## src/rtl/alu_pkg.sv

```systemverilog
// Shared definitions for the alu_exec execute stage: opcodes, FSM states, flag bit positions.
package alu_pkg;

  localparam int unsigned OPC_W  = 4;
  localparam int unsigned FLAG_W = 4;

  localparam logic [OPC_W-1:0] OP_ADD = 4'h0;
  localparam logic [OPC_W-1:0] OP_SUB = 4'h1;
  localparam logic [OPC_W-1:0] OP_AND = 4'h2;
  localparam logic [OPC_W-1:0] OP_OR  = 4'h3;
  localparam logic [OPC_W-1:0] OP_XOR = 4'h4;
  localparam logic [OPC_W-1:0] OP_NOT = 4'h5;
  localparam logic [OPC_W-1:0] OP_SHL = 4'h6;
  localparam logic [OPC_W-1:0] OP_SHR = 4'h7;
  localparam logic [OPC_W-1:0] OP_MUL = 4'h8;
  localparam logic [OPC_W-1:0] OP_CMP = 4'h9;

  localparam int unsigned FLAG_Z = 0;
  localparam int unsigned FLAG_C = 1;
  localparam int unsigned FLAG_N = 2;
  localparam int unsigned FLAG_V = 3;

  typedef enum logic [1:0] {
    ST_IDLE = 2'd0,
    ST_EXEC = 2'd1,
    ST_MUL  = 2'd2
  } state_t;

endpackage

```

## src/rtl/alu_exec_mul_seq.sv

```systemverilog
// Sequential shift-add multiplier: one iteration per step, last flags the cycle after the final one.
module alu_mul_seq #(
  parameter int unsigned DATA_W = 8
) (
  input  logic                  clk,
  input  logic                  rst,
  input  logic                  load,
  input  logic                  step,
  input  logic [DATA_W-1:0]     mcand,
  input  logic [DATA_W-1:0]     mplier,
  output logic [2*DATA_W-1:0]   acc,
  output logic                  last
);

  localparam int unsigned CNT_W = $clog2(DATA_W);

  logic [CNT_W-1:0]  cnt;
  logic [DATA_W-1:0] mc;
  logic [DATA_W:0]   sum;

  // Partial-product add into the upper half; multiplier bits sit in the lower half
  always_comb begin
    sum = {1'b0, acc[2*DATA_W-1:DATA_W]} + (acc[0] ? {1'b0, mc} : '0);
  end

  // Load operands, then shift the accumulator right once per step
  always_ff @(posedge clk) begin
    if (rst) begin
      cnt  <= '0;
      acc  <= '0;
      mc   <= '0;
      last <= 1'b0;
    end else if (load) begin
      cnt  <= '0;
      acc  <= {DATA_W'(0), mplier};
      mc   <= mcand;
      last <= 1'b0;
    end else if (step) begin
      cnt  <= cnt + 1'b1;
      acc  <= {sum, acc[DATA_W-1:1]};
      last <= (cnt == CNT_W'(DATA_W - 1));
    end else begin
      last <= 1'b0;
    end
  end

endmodule

```

## src/rtl/alu_exec.sv

```systemverilog
// Execute stage: single-cycle ALU ops plus optional shift-add MUL, producing a write-back bundle.
// Build option: define ALU_MUL_EN to implement opcode 8 (MUL); otherwise it decodes as illegal.
module alu_exec
  import alu_pkg::*;
#(
  parameter int unsigned DATA_W = 8,
  parameter int unsigned REG_AW = 3
) (
  input  logic               clk,
  input  logic               rst,
  input  logic               start,
  input  logic [OPC_W-1:0]   opcode,
  input  logic [DATA_W-1:0]  op_a,
  input  logic [DATA_W-1:0]  op_b,
  input  logic [REG_AW-1:0]  dst_num,
  output logic               busy,
  output logic               done,
  output logic               err,
  output logic [DATA_W-1:0]  result,
  output logic [DATA_W-1:0]  mul_high,
  output logic [REG_AW-1:0]  wr_num,
  output logic               write_en,
  output logic [FLAG_W-1:0]  flags
);

`ifdef ALU_MUL_EN
  localparam bit MUL_EN = 1'b1;
`else
  localparam bit MUL_EN = 1'b0;
`endif

  localparam int unsigned MSB = DATA_W - 1;

  state_t state, state_d;

  logic [OPC_W-1:0]  opc_q;
  logic [DATA_W-1:0] a_q, b_q;
  logic [REG_AW-1:0] dst_q;
  logic              latch;

  logic              busy_d, done_d, err_d, we_d;
  logic [DATA_W-1:0] result_d, mul_high_d;
  logic [REG_AW-1:0] wr_num_d;
  logic [FLAG_W-1:0] flags_d;

  logic                mul_load, mul_step, mul_last;
  logic [2*DATA_W-1:0] mul_acc;

  logic [DATA_W:0]   add9, sub9;
  logic [DATA_W-1:0] alu_res;
  logic              alu_c, alu_v, alu_legal, alu_writes;
  logic [FLAG_W-1:0] alu_flags;

`ifdef ALU_MUL_EN
  alu_mul_seq #(.DATA_W(DATA_W)) u_mul (
    .clk    (clk),
    .rst    (rst),
    .load   (mul_load),
    .step   (mul_step),
    .mcand  (op_a),
    .mplier (op_b),
    .acc    (mul_acc),
    .last   (mul_last)
  );
`else
  logic unused_mul_ctrl;
  assign unused_mul_ctrl = &{1'b0, mul_load, mul_step};
  assign mul_acc  = '0;
  assign mul_last = 1'b0;
`endif

  // Single-cycle op decode on the latched operands
  always_comb begin
    add9       = {1'b0, a_q} + {1'b0, b_q};
    sub9       = {1'b0, a_q} - {1'b0, b_q};
    alu_res    = '0;
    alu_c      = 1'b0;
    alu_v      = 1'b0;
    alu_legal  = 1'b1;
    alu_writes = 1'b1;
    case (opc_q)
      OP_ADD: begin
        alu_res = add9[MSB:0];
        alu_c   = add9[DATA_W];
        alu_v   = (a_q[MSB] == b_q[MSB]) && (add9[MSB] != a_q[MSB]);
      end
      OP_SUB, OP_CMP: begin
        alu_res    = sub9[MSB:0];
        alu_c      = sub9[DATA_W];
        alu_v      = (a_q[MSB] != b_q[MSB]) && (sub9[MSB] != a_q[MSB]);
        alu_writes = (opc_q == OP_SUB);
      end
      OP_AND: alu_res = a_q & b_q;
      OP_OR:  alu_res = a_q | b_q;
      OP_XOR: alu_res = a_q ^ b_q;
      OP_NOT: alu_res = ~a_q;
      OP_SHL: begin
        alu_res = {a_q[MSB-1:0], 1'b0};
        alu_c   = a_q[MSB];
      end
      OP_SHR: begin
        alu_res = {1'b0, a_q[MSB:1]};
        alu_c   = a_q[0];
      end
      default: begin
        alu_legal  = 1'b0;
        alu_writes = 1'b0;
      end
    endcase
    alu_flags         = '0;
    alu_flags[FLAG_Z] = (alu_res == '0);
    alu_flags[FLAG_C] = alu_c;
    alu_flags[FLAG_N] = alu_res[MSB];
    alu_flags[FLAG_V] = alu_v;
  end

  // Next-state and registered-output values
  always_comb begin
    state_d    = state;
    latch      = 1'b0;
    mul_load   = 1'b0;
    mul_step   = 1'b0;
    done_d     = 1'b0;
    err_d      = 1'b0;
    we_d       = 1'b0;
    result_d   = result;
    mul_high_d = mul_high;
    wr_num_d   = wr_num;
    flags_d    = flags;
    case (state)
      ST_IDLE: begin
        if (start) begin
          latch = 1'b1;
          if (MUL_EN && (opcode == OP_MUL)) begin
            mul_load = 1'b1;
            state_d  = ST_MUL;
          end else begin
            state_d = ST_EXEC;
          end
        end
      end
      ST_EXEC: begin
        state_d    = ST_IDLE;
        done_d     = 1'b1;
        result_d   = alu_res;
        mul_high_d = '0;
        wr_num_d   = dst_q;
        if (alu_legal) begin
          flags_d = alu_flags;
          we_d    = alu_writes;
        end else begin
          err_d = 1'b1;
        end
      end
      ST_MUL: begin
        if (mul_last) begin
          state_d             = ST_IDLE;
          done_d              = 1'b1;
          we_d                = 1'b1;
          result_d            = mul_acc[MSB:0];
          mul_high_d          = mul_acc[2*DATA_W-1:DATA_W];
          wr_num_d            = dst_q;
          flags_d             = '0;
          flags_d[FLAG_Z]     = (mul_acc == '0);
          flags_d[FLAG_C]     = (mul_acc[2*DATA_W-1:DATA_W] != '0);
        end else begin
          mul_step = 1'b1;
        end
      end
      default: state_d = ST_IDLE;
    endcase
    busy_d = (state_d != ST_IDLE);
  end

  // State register
  always_ff @(posedge clk) begin
    if (rst) state <= ST_IDLE;
    else     state <= state_d;
  end

  // Operand latch and write-back bundle registers
  always_ff @(posedge clk) begin
    if (rst) begin
      opc_q    <= '0;
      a_q      <= '0;
      b_q      <= '0;
      dst_q    <= '0;
      busy     <= 1'b0;
      done     <= 1'b0;
      err      <= 1'b0;
      write_en <= 1'b0;
      result   <= '0;
      mul_high <= '0;
      wr_num   <= '0;
      flags    <= '0;
    end else begin
      if (latch) begin
        opc_q <= opcode;
        a_q   <= op_a;
        b_q   <= op_b;
        dst_q <= dst_num;
      end
      busy     <= busy_d;
      done     <= done_d;
      err      <= err_d;
      write_en <= we_d;
      result   <= result_d;
      mul_high <= mul_high_d;
      wr_num   <= wr_num_d;
      flags    <= flags_d;
    end
  end

endmodule

```

## config.mk

```make
export PLATFORM = sky130hd
export DESIGN_NAME = alu_exec
export DESIGN_NICKNAME = d
export VERILOG_FILES = /design/src/rtl/alu_pkg.sv /design/src/rtl/alu_exec_mul_seq.sv /design/src/rtl/alu_exec.sv
export SDC_FILE = /design/constraint.sdc
export NUM_CORES = 1
export LEC_CHECK = 0
export CAP_MARGIN = 5
export CORE_ASPECT_RATIO = 2
export CORE_UTILIZATION = 54
export CTS_CLUSTER_SIZE = 25
export DETAILED_ROUTE_END_ITERATION = 16
export PLACE_DENSITY = 0.81
export RECOVER_POWER = 25
export SYNTH_ARGS = -nofsm -noshare
export SYNTH_HDL_FRONTEND = slang
export SYNTH_SLANG_ARGS = --single-unit
```

## constraint.sdc

```tcl
create_clock -name clk -period 2.7 [get_ports clk]
set_input_delay 0.54 -clock clk [delete_from_list [all_inputs] [get_ports clk]]
set_output_delay 0.54 -clock clk [all_outputs]
set_load 0.1 [all_outputs]
```

==> key figures <==
Status
  • Outcome: complete, no violations

Clock tree
  • Clk sinks: 44
  • Clock tree buffer depth: 2
  • Num CTS Buffers: 5
  • Postcts setup bufs: 0
  • TritonCTS clock tree: built
  • Root Buffer: clkbuf_16
  • Hold-fix buffers at CTS: 0
  • Worst-path clk slew: 0.06 ns
  • H-tree levels: 2
  • CTS resizes: 0
  • Clock latency on the worst-skew pair: 0.29 ns

STA
  • RSZ-0062 raised after global routing: yes
  • Setup TNS: 0 ns
  • Measured slew at the worst slew-check pin: 0.9061 ns
  • Final setup margin: 0.1717 ns
  • Highest Clock Rate: 395.5 MHz
  • Final period util: 93.64%
  • Slew Limit Fails: 0
  • Clk_skew: 0.003703 ns
  • # setup viols final: 0
  • Hold Vio Cnt, Final: 0
  • Period minus WS final: 2.528 ns
  • Slew HR: 39.46%

Floorplanning
  • Die height: 109.9 um
  • Total core area: 5660 um2
  • Ports: 53
  • Die span in x: 55.97 um
  • Initial core utilization: 55.57%
  • Die area: 6153 um2
  • Row cnt: 39

Critical path
  • Nature of the critical path startpoint: register
  • CP Class: register to register
  • Delay-heaviest family, CP: simple AND/OR/NAND/NOR gates
  • CP max stage cell: or3b_2
  • R2R depth: 8
  • Reg2reg end: flags[0]
  • Worst path cell trace: inv_1, ha_1, or3b_2, and3_1, a31oi_1, a32oi_1, nor4_1, a31o_1
  • Slowest stage delay, CP: 0.52 ns
  • Req. time, crit path: 2.93 ns
  • Worst Path Buf+Inv: 1
  • WP data arrival: 2.76 ns
  • R2R setup slack: 0.17 ns
  • CP Capture Type: register
  • RR Startpoint: a_q[4]
  • CP Max Fanout: 9

Placement
  • Dpl hpwl: 6.930 mm
  • PortBufs: 44
  • Inst Count DP: 509
  • DP Worst Slack: 0.1807 ns
  • GPL Wtd Cong: 1.025

Cells and area
  • Fin util: 66.98%
  • Number of diodes: 0
  • Area growth, synth to finish: 20.53%
  • Nets: 508
  • Non-filler instance count after layout: 516
  • Layout cells sized above 1: 12.97%

Global route
  • Total track usage: 30.81%
  • Vias in the first global route: 3019
  • Largest net degree at the start of global routing: 45
  • Global-route wire length before repair: 14.55 mm
  • Gr ovfl total: 0
  • Initial antenna violation count: 0

Synthesis
  • Number of synthesized flops with an enable pin: 0
  • Post-synthesis cell area: 3146 um2
  • Top cell type by total area after synthesis: dfxtp_1
  • Register area share after synthesis: 28.00%
  • Primary FF master, synth: dfxtp_1
  • Mean Syn Cell Area: 7.580 um2
  • Most instantiated cells after synthesis: nand2_1, dfxtp_1, a21oi_1, ha_1
  • Asr flop ratio synth: 0%
  • Distinct cells, synth: 61
  • Top post-synthesis cells by area: dfxtp_1, ha_1, nand2_1
  • Post-synthesis cell count: 415
  • Top-area cell type share of the netlist area: 28.00%
  • Syn. warnings: 0
  • Most frequent cell after synthesis: nand2_1
  • Synth Register Bits: 44

Route
  • Wire per inst: 17.41 um
  • Final wirelength: 8.984 mm
  • DRT Pass-1 Iters: 5
  • Vias/cell: 6.087
  • Starting DRT DRC Count: 153
  • ANT nets after route: 0
  • # DRC: 0
  • Via count: 3141

Hold path
  • Hold path depth: 2
  • Hold EP: dst_q[1]
  • Worst min-delay path startpoint: dst_q[1]
  • Hold WC Path Type: register to register

Pwr
  • Worst vdd ir: 0.5791 mV
  • Total power: 0.002083 W
  • PwrDens: 549.3 nW/um2
  • Leakage dissipation: 1.506 nW

Run
  • Max cap viols: 0
[stage by stage]
stage	area, um2	hold slack [ns]
after floorplan	3172	0.4322
after global placement	3605	0.4431
final	3791	0.4563
after global routing	3791	0.4803
after detailed placement	3605	0.4491
after CTS	3790	0.4576
[layer usage]
metal	global-route usage (%)	share of wire, %	up-vias	routed length [um]
met5	0	0	-	0
met4	19.69	5.7	0	516
met3	3.412	4.1	37	364
met2	56.97	53	121	4806
met1	32.53	37	1464	3297
li1	-	-	1519	-
[logic make-up after synthesis]
family	count (synthesis)	synth area share (%)
simple gates	159	24.78
compound gates	112	23.15
buf+inv	59	8.194
flops	44	28.00
fa+ha+maj	27	10.98
mux	8	3.381
xor+xnor	5	1.392
other cells	1	0.1192
[worst register-to-register path, stage by stage, from the launching register on]
cell,delay (ns)
dfxtp_1,0.42
inv_1,0.09
ha_1,0.42
or3b_2,0.52
and3_1,0.20
a31oi_1,0.21
a32oi_1,0.12
nor4_1,0.33
a31o_1,0.18
[worst max-delay path by stage]
stage / from / endpoint / slack, ns / cells after the start
floorplan: a_q[2] / flags[0] / 0.35 / 9
global placement: a_q[1] / result[6] / 0.23 / 8
detailed placement: a_q[0] / flags[0] / 0.18 / 9
CTS: a_q[0] / flags[0] / 0.13 / 9
global route: a_q[1] / result[6] / -0.004 / 8
finish: a_q[4] / flags[0] / 0.17 / 8
[layout make-up]
class	count	area, um2
repair buffers	62	528.0
clock buffers	5	125.1
inverters	23	86.33
multi-input cells	319	2033
clock inverters	2	60.06
flip-flops and latches	44	882.1
fillers	480	1869
well taps	61	76.32
[registers in the layout (all words and copies together), names as in the netlist]
| register | flops |
|---|---|
| a_q | 8 |
| b_q | 8 |
| result | 8 |
| flags | 4 |
| opc_q | 4 |
| dst_q | 3 |
| wr_num | 3 |
| state | 2 |
| busy | 1 |
| done | 1 |
| err | 1 |
| write_en | 1 |
[layout by cell type (no fill, tap or decap), types with 4 or more instances in the layout]
cell type / netlist / layout
a211oi_1: 5 / 5
a21oi_1: 42 / 42
buf_4: 8 / 37
clkbuf_16: 0 / 5
clkdlybuf4s50_1: 0 / 25
conb_1: 1 / 8
dfxtp_1: 44 / 43
ha_1: 26 / 26
inv_1: 22 / 22
mux2i_1: 5 / 5
nand2_1: 73 / 73
nand2b_1: 11 / 11
nand3_1: 4 / 4
nand3b_1: 4 / 4
nor2_1: 22 / 22
nor2b_1: 8 / 8
nor3_1: 10 / 10
nor3b_1: 5 / 5
o21ai_0: 17 / 16
o221ai_1: 4 / 4
o22ai_1: 7 / 7
or3b_2: 5 / 5
xnor2_1: 4 / 4
[report_power, final]
| group | switching (W) | internal [W] |
|---|---|---|
| logic | 0.000390 | 0.000203 |
| registers | 0.0000387 | 0.000683 |
| clock network | 0.000243 | 0.000525 |
No activity file was read; power rests on OpenSTA's default activity.
==> patch (same flow settings) <==
The option `ALU_MUL_EN` is turned on by a define.
--- a/src/rtl/alu_exec.sv
+++ b/src/rtl/alu_exec.sv
@@ -2,2 +2,4 @@
 // Build option: define ALU_MUL_EN to implement opcode 8 (MUL); otherwise it decodes as illegal.
+`define ALU_MUL_EN
+
 module alu_exec
Behaviour: not the same (a bounded check fails within 4 cycles, from zero or initial values and one cycle with rst high).
==> patch against the unedited design <==
Critical path depth is 1 higher; wire length is 79% higher; power is 58% higher; worst setup slack better by 0.0058 ns; clock power is 58% higher; final area is 54% higher; highest routed layer unchanged; area after synthesis is 56% higher; sequential cell count is 36 higher.
==> patch: results (changes against the unedited design) <==
result of the run -> completed
IR Drop Worst-Case VDD -> 551 uV (-4.9%)
cell at the root of the clock tree -> sky130_fd_sc_hd__clkbuf_16
Synth Warn # -> 0 (unchanged)
Reg clk slew, reported paths -> 0.06 ns (about the same)
path type of the worst min-delay path -> flip-flop to flip-flop
Yosys cell types -> 62 (+1.6%)
Max-Slew Margin vs Limit -> 21.4% (-18 points)
Leak Pwr -> 2.27 nW (+51%)
total global-route track usage -> 34.9% (+4.1 points)
vias per cell -> 6.21 (+2.0%)
Critical Path AT -> 2.77 ns (about the same)
sequential area share after synthesis -> 32.7% (+4.7 points)
clock tree buffer depth -> 2 (unchanged)
cell types with the highest counts after synthesis -> sky130_fd_sc_hd__nand2_1, sky130_fd_sc_hd__dfxtp_1, sky130_fd_sc_hd__a21oi_1
maximum number of pins on one net before global-route repair -> 27 (-40%)
register ranked first by flip-flop count -> u_mul.acc
internal cell power -> 2.25 mW (+59%)
fraction of layout instances using a drive strength above 1 -> 11.3% (-1.6 points)
Max Fanout on Critical Path -> 5 (-4)
detailed router's first-iteration violation count -> 341 (+120%)
share of synthesized flip-flops with an asynchronous set or reset -> 0% (unchanged)
routed wire length per instance -> 20.0 um (+15%)
count of inserted antenna diode cells -> 0 (unchanged)
aggregate global routing overflow -> 0 (unchanged)
placed cell areas -> 5580 um2 (+55%)
nets in the synthesized netlist -> 702
critical-path cell with the highest stage delay -> sky130_fd_sc_hd__fa_2
delay contributed by the slowest stage of the critical path -> 0.39 ns (-0.13 ns)
average size of a mapped cell -> 7.71 um2 (+1.7%)
top cells by area in the synthesized netlist -> sky130_fd_sc_hd__dfxtp_1, sky130_fd_sc_hd__ha_1, sky130_fd_sc_hd__nand2_1
number of global-route vias before repair -> 5007 (+66%)
Final GP Congestion -> 0.944 (-7.9%)
DPL Wire Length -> 12600 um (+82%)
antenna violations before repair -> 0 (unchanged)
layout net count -> 767 (+51%)
DRT Pass-1 Iters -> 5 (unchanged)
final count of pins violating max slew -> 0 (unchanged)
final routed wirelength across all metal layers -> 16100 um (+79%)
number of buffer cells added on primary ports -> 52 (+18%)
total clock buffers created by CTS -> 9 (+4)
top flip-flop cell by instance count after synthesis -> sky130_fd_sc_hd__dfxtp_1
placed cells -> 787 (+55%)
number of flip-flops in the largest register -> 16
post-route clock skew -> 0.00691 ns (+0.00321 ns)
count of endpoints failing setup in the final report -> 0 (unchanged)
clock latency on the worst-skew pair -> 0.34 ns (+0.05 ns)
wire length of the first global-routing pass -> 25300 um (+74%)
count of H-tree levels built during CTS -> 3 (+1)
patch: changes by cell type in the layout (fill, tap and decap cells not counted), sizes merged, moves of 12 or more:
cell    unedited run  this run
nand2             73       127
dfxtp             44        80
nor2              22        57
clkbuf             5        34
a21oi             42        65
inv               23        37
ha                26        38
patch: power by group through the flow:
stage | Clock [mW] | Combinational, mW | Sequential [mW]
finish | 1.21 | 0.809 | 1.28
global route | 1.26 | 0.863 | 1.29
CTS | 1.21 | 0.805 | 1.28
detailed placement | 0 | 0.784 | 1.31
global placement | 0 | 0.775 | 1.30
floorplan | 0 | 0.401 | 1.42
patch: through the flow:
step                hold slack [ns]  setup slack [ns]
floorplan                     0.432             0.368
global placement              0.443            0.0882
detailed placement            0.449          -0.00257
CTS                           0.462            0.0512
global route                  0.481            0.0225
finish                        0.459             0.177
patch: logic make-up after synthesis:
family	count (synthesis)	synth area share [%]
adder cells (fa/ha/maj)	41	10.9
AND/OR/NAND/NOR	255	24.0
XOR/XNOR	10	1.79
AO/OA/AOI/OAI	163	21.6
multiplexers	10	2.07
flip-flops	80	32.7
buffers and inverters	76	6.85
patch: layout make-up:
type / instances / area, um2
inverter: 37 / 139
multi-input combinational: 479 / 2970
clock inverter: 5 / 56.3
timing repair buffer: 93 / 682
fill: 760 / 2890
tap: 100 / 125
clock buffer: 11 / 243
sequential: 80 / 1600
patch: metal layers:
metal / up-vias / global-route usage [%] / share of wire, %
met5: - / 0 / 0
met4: 0 / 28.5 / 8.1
met3: 81 / 4.86 / 4.0
met2: 221 / 66.3 / 55
met1: 2360 / 32.4 / 33
li1: 2336 / - / -
patch: worst max-delay path, delay by kind of cell (launching register included):
family,cells,cell delay [ns]
and+or+nand+nor,2,0.38
xor gates and xnor gates,1,0.17
adders and majority gates,2,0.65
AOI/OAI and AO/OA,4,0.88
DFF,1,0.34
patch: worst paths after layout:
path / end / slack, ns / cells after the start / startpoint
min: wr_num[0]$_SDFFE_PP0P_ / 0.46 / 2 / wr_num[0]$_SDFFE_PP0P_
min reg2reg: wr_num[0]$_SDFFE_PP0P_ / 0.46 / 2 / wr_num[0]$_SDFFE_PP0P_
max reg2reg: flags[0]$_SDFFE_PP0P_ / 0.18 / 9 / a_q[0]$_SDFFE_PP0P_
max: flags[0]$_SDFFE_PP0P_ / 0.18 / 9 / a_q[0]$_SDFFE_PP0P_
patch: repair_timing:
action | CTS | global route
setup buffers | 2 | 0
endpoints found under the setup margin | 1 | 4
pin swaps | 1 | 2
resized for setup | 2 | 4
